$ cat src/rtl/univ_shift_register.sv
// N-bit universal shift register: hold, shift left, shift right, parallel load.
// Optional registered even-parity output when SHIFT_REGISTER_PARITY_EN is defined.
module univ_shift_register #(
  parameter int N = 8
) (
  input  logic         clk,
  input  logic         reset,
  input  logic [1:0]   ctrl,
  input  logic [N-1:0] data,
  output logic [N-1:0] q_reg
`ifdef SHIFT_REGISTER_PARITY_EN
  ,
  output logic         q_parity
`endif
);

  localparam logic [1:0] MODE_HOLD  = 2'b00;
  localparam logic [1:0] MODE_SHL   = 2'b01;
  localparam logic [1:0] MODE_SHR   = 2'b10;
  localparam logic [1:0] MODE_LOAD  = 2'b11;

  logic [N-1:0] r_q;
  logic [N-1:0] w_next;

`ifdef SHIFT_REGISTER_PARITY_EN
  logic r_parity;

  function automatic logic calc_parity(input logic [N-1:0] v);
    return ^v;
  endfunction
`endif

  // Next-state selection; only the serial-in bit of data matters when shifting
  always_comb begin
    w_next = r_q;
    case (ctrl)
      MODE_HOLD: w_next = r_q;
      MODE_SHL:  w_next = {r_q[N-2:0], data[0]};
      MODE_SHR:  w_next = {data[N-1], r_q[N-1:1]};
      MODE_LOAD: w_next = data;
      default:   w_next = r_q;
    endcase
  end

  // State register with immediate clear on reset
  always_ff @(posedge clk or posedge reset) begin
    if (reset) begin
      r_q <= {N{1'b0}};
    end else begin
      r_q <= w_next;
    end
  end

`ifdef SHIFT_REGISTER_PARITY_EN
  // Parity is computed from the next state so it lands on the same edge as r_q
  always_ff @(posedge clk or posedge reset) begin
    if (reset) begin
      r_parity <= 1'b0;
    end else begin
      r_parity <= calc_parity(w_next);
    end
  end

  assign q_parity = r_parity;
`endif

  assign q_reg = r_q;

endmodule

$ cat config.mk
export PLATFORM = sky130hd
export DESIGN_NAME = univ_shift_register
export DESIGN_NICKNAME = d
export VERILOG_FILES = /design/src/rtl/univ_shift_register.sv
export SDC_FILE = /design/constraint.sdc
export NUM_CORES = 1
export LEC_CHECK = 0
export ABC_AREA = 0
export BUFFER_PORTS_ARGS = -buffer_cell sky130_fd_sc_hd__buf_2
export CELL_PAD_IN_SITES_DETAIL_PLACEMENT = 1
export CELL_PAD_IN_SITES_GLOBAL_PLACEMENT = 2
export CORE_AREA = 2 2 39 41
export CTS_BUF_LIST = sky130_fd_sc_hd__clkbuf_4
export DETAILED_ROUTE_END_ITERATION = 12
export DIE_AREA = 0 0 41 43
export HOLD_SLACK_MARGIN = 0.12
export PLACE_DENSITY_LB_ADDON = 0.1
export SLEW_MARGIN = 20
export SYNTH_ARGS = -nofsm -noshare
export SYNTH_HDL_FRONTEND = slang
export SYNTH_SLANG_ARGS = --single-unit
$ cat constraint.sdc
create_clock -name clk -period 1.7 [get_ports clk]
set_input_delay 0.255 -clock clk [delete_from_list [all_inputs] [get_ports clk]]
set_output_delay 0.255 -clock clk [all_outputs]
set_load 0.005 [all_outputs]
* Word-level counts from Yosys, hierarchy flattened
Cells that the tools add are included.
** Cells by class
- Equal/unequal tests :: 3
- Mux-type cells :: 1
- Reductions and logical operators :: 1
** Operators by type and width (count)
- $pmux W8 S3 :: 1
- $eq A2 B2 Y1 const B :: 2
- $eq A2 B1 Y1 const B :: 1
- $logic_not A2 Y1 :: 1
** Word-level totals
- Flip-flop bits (word level) :: 8
- Input bits :: 12
- Logic and storage cells :: 6

* Longest topological paths before layout
- Word-level depth :: 2
- Gate-level depth with buffers :: 3
- Gate-level depth less buffers :: 2

* Least setup slack after synthesis
OpenSTA, ideal clock, no wires.
- Kind :: input to register
- From :: input ctrl[1]
- To :: register r_q[1] (netlist: q_reg[1])
- Setup time :: 0.139 ns
- Arrival :: 0.859 ns
- Slack :: 0.703 ns
- Cell stages on the path :: 2
- Path buffers :: 1
- Path through :: buf_6 > mux4_2
** On the way
- Cells in the longest elaborated chain, start to end :: 2
- Elaborated cells on any way between the ends :: 5
- Those cells by class :: eq/ne: 3; mux: 1; reduce/logical: 1
** Ends and longest elaborated chain
- from (decl) :: line 8 : input logic [1:0] ctrl,
- $eq A2 B2 Y1 or $eq A2 B1 Y1 (tied branches) :: line 36 : case (ctrl)
- $pmux W8 S3 :: line 36
- to (signal assigned) :: line 48 : r_q <= {N{1'b0}};
- to (signal assigned) :: line 50 : r_q <= w_next;
- to (decl) :: line 22 : logic [N-1:0] r_q;
Parallel ways exist; a longest one is shown, timed or not.
A chain may end at the register's enable or synchronous reset.

* Worst setup path after layout
- From :: register r_q[5] (netlist: q_reg[5])
- To :: output q_reg[5]
** RTL lines
- to (decl) :: line 10 : output logic [N-1:0] q_reg
No word-level cell between the ends.

==> impl_results.md <==
* CTS tree: yes
* Sw frac at 26.3%
* Worst slew pin tran at 0.304 ns
* Horiz. Die Dim at 41 um
* Worst slew margin at 79.7%
* Pwr/cell area at 1030 mW/mm2
* First-pass GRT wire length at 1450 um
* Yosys reg bits at 8
* Hold WS at 0.218 ns
* CTS root buf: clkbuf_4
* Pin count of the biggest net entering global routing at 10
* DR vias at 289
* Mapped Area at 399 um2
* Later-pin clock latency in the skew report at 0.25 ns
* Sequential area share after synthesis at around 50%
* Arrival @ worst endpoint at 0.80 ns
* CP Capture Type: primary output
* Net count after synthesis at 35
* WL final at 871 um
* RSZ-0062 raised after global routing: no
* Worst path cell trace: buf_2
* Worst setup endpoint: q_reg[5]
* CTS sink count at 8
* Total CTS buffers at 3
* Synth Area in Simple Gates at approximately 1.9%
* # DRC at 0
* Max Cap Viol at 0
* Initial Utilization at 28.8%
* Fin nets at between 50 and 60
* GRT Total Usage at between 10 and 15%
* Setup TNS Final at 0 ns
* Reg power frac at between 40% and 50%
* Final hold violations at 0
* Post-synthesis adder-cell area fraction at 0%
* Total gr overflow at 0
* DRT iter0 DRCs at 1
* Clock power frac at 26.2%
* Final setup vio count at 0
* Finished Layout Cells at 60
* Total Power at ~540 uW
* Die ar. at about 0.0018 mm2
* Clock transition at the registers of the reported paths at 0.05 ns
* Comb pwr share at approximately a quarter
* P_leak at ~0.25 nW
* FF-to-FF setup slack at around 0.69 ns
* Synth-to-Final Area Change at 31.3%
* RR Endpoint: q_reg[6]
* DIE HEIGHT at about 43 um
* Yosys cell types at 7
* # hold bufs at CTS at 1
* Maximum buffer depth of the clock tree at 2
* Vias in the first global route at between 300 and 400
* CP max stage delay at around 0.4 ns
* Yosys warnings at 0
* Initial antenna violation count at 0
* Core area at ~0.0014 mm2
* CP startpoint kind: register
* Largest delay contributor family on the critical path: flip-flops
* Setup Skew at 0.00145 ns
* # rows at 14
* Cell at the slowest stage of the critical path: dfrtp_1
* P_sw at about 140 uW
* Period Utilization, post-route at between 60% and 70%
* Cell depth of the worst flop-to-flop path at 1
* Syn avg cell area at 17.4 um2
* Worst endpoint required time at 1.44 ns
* WL/cell at 14.5 um
* Placer Congestion at roughly 0.6
* Worst Path Max Fanout at 4
* Post-placement cell count at 56
* Layout cells sized above 1 at between 60% and 70%
* Worst r2r src: q_reg[5]
* Final ANT Viol Nets at 0
* Critical path class: register to primary output
* DR vias/cell at 4.82
* Hold path depth at 3
* P_int at 398 uW
* Post-synthesis mux area share at between 30% and 40%
* Pins over their slew limit at 0
* Post-synthesis compound-gate area fraction at between 2 and 3%
* H-Tree Depth at 1
* Launch point of the worst path: q_reg[5]
* Largest family of logic cells by synthesized area: multiplexers
* IO Pins at 20
* Post-synthesis xor/xnor area fraction at 0%
* Worst path depth at 1
* Cells after synthesis at 23
* Pre-antenna DRT Iters at 2
* Run status: completed
* IO buf count at 19
* Crit path buf inv count at 1
* Worst vdd ir at 0.378 mV
* Post-CTS setup buffer count at 0
* Diode count at 0
* Peak Freq at between 0.9 and 1 GHz
* Worst Hold Class: primary input to register
* Max reg flops at 8
* Gates resized, CTS repair at 0
* Minimum clock period at around 1.1 ns
[cell families after synthesis]
group,count (synthesis)
mux,8
flops,8
buf+inv,3
compound gates,2
simple gates,2
[cell type report]
type | count | area [um2]
fillers | 159 | 860
clock buffers | 3 | 22.5
flip-flops and latches | 8 | 200
multi-input cells | 12 | 173
well taps | 16 | 20.0
repair buffers | 20 | 105
inverters | 1 | 3.75
[layer usage]
layer | GRT usage (%) | vias to the layer above | share of wire (%)
met1 | 15.2 | 145 | 40
met5 | 0 | - | 0
met3 | 8.38 | 0 | 8.0
li1 | - | 131 | -
met4 | 2.00 | 0 | 0
met2 | 19.1 | 13 | 52
[cell usage in the layout, fill, tap and decap left out]
cell type,n
inv_1,1
buf_2,19
o21ai_0,2
dlygate4sd3_1,1
nand2_1,2
mux2i_1,2
dfrtp_1,8
mux4_2,6
clkbuf_4,3
[cell usage after synthesis]
cell / count / area, um2
dfrtp_1: 8 / 200
mux4_2: 6 / 135
buf_6: 2 / 22.5
mux2i_1: 2 / 20.0
nand2_1: 2 / 7.51
o21ai_0: 2 / 10.0
inv_1: 1 / 3.75
[power by group through the flow]
| stage | combinational [mW] | sequential [mW] | clock [mW] |
|---|---|---|---|
| after global placement | 0.130 | 0.265 | 0 |
| after detailed placement | 0.135 | 0.270 | 0 |
| after floorplan | 0.0770 | 0.263 | 0 |
| after CTS | 0.138 | 0.266 | 0.151 |
| after global routing | 0.149 | 0.271 | 0.164 |
| final | 0.134 | 0.265 | 0.142 |
[worst min-delay path by stage]
stage,startpoint,endpoint,slack [ns]
finish,data[7],q_reg[7],0.22
global route,data[7],q_reg[7],0.23
CTS,data[7],q_reg[7],0.21
detailed placement,reset,q_reg[5],0.22
global placement,reset,q_reg[5],0.21
floorplan,reset,q_reg[0],0.07
[through the flow]
stage,util (%),worst slack [ns],cell area (um2)
after detailed placement,35.5,0.520,492
after global placement,35.5,0.555,492
after global routing,37.9,0.584,524
final,37.9,0.649,524
after floorplan,-,0.703,399
after CTS,37.9,0.618,524
No activity file was read; power rests on OpenSTA's default activity.
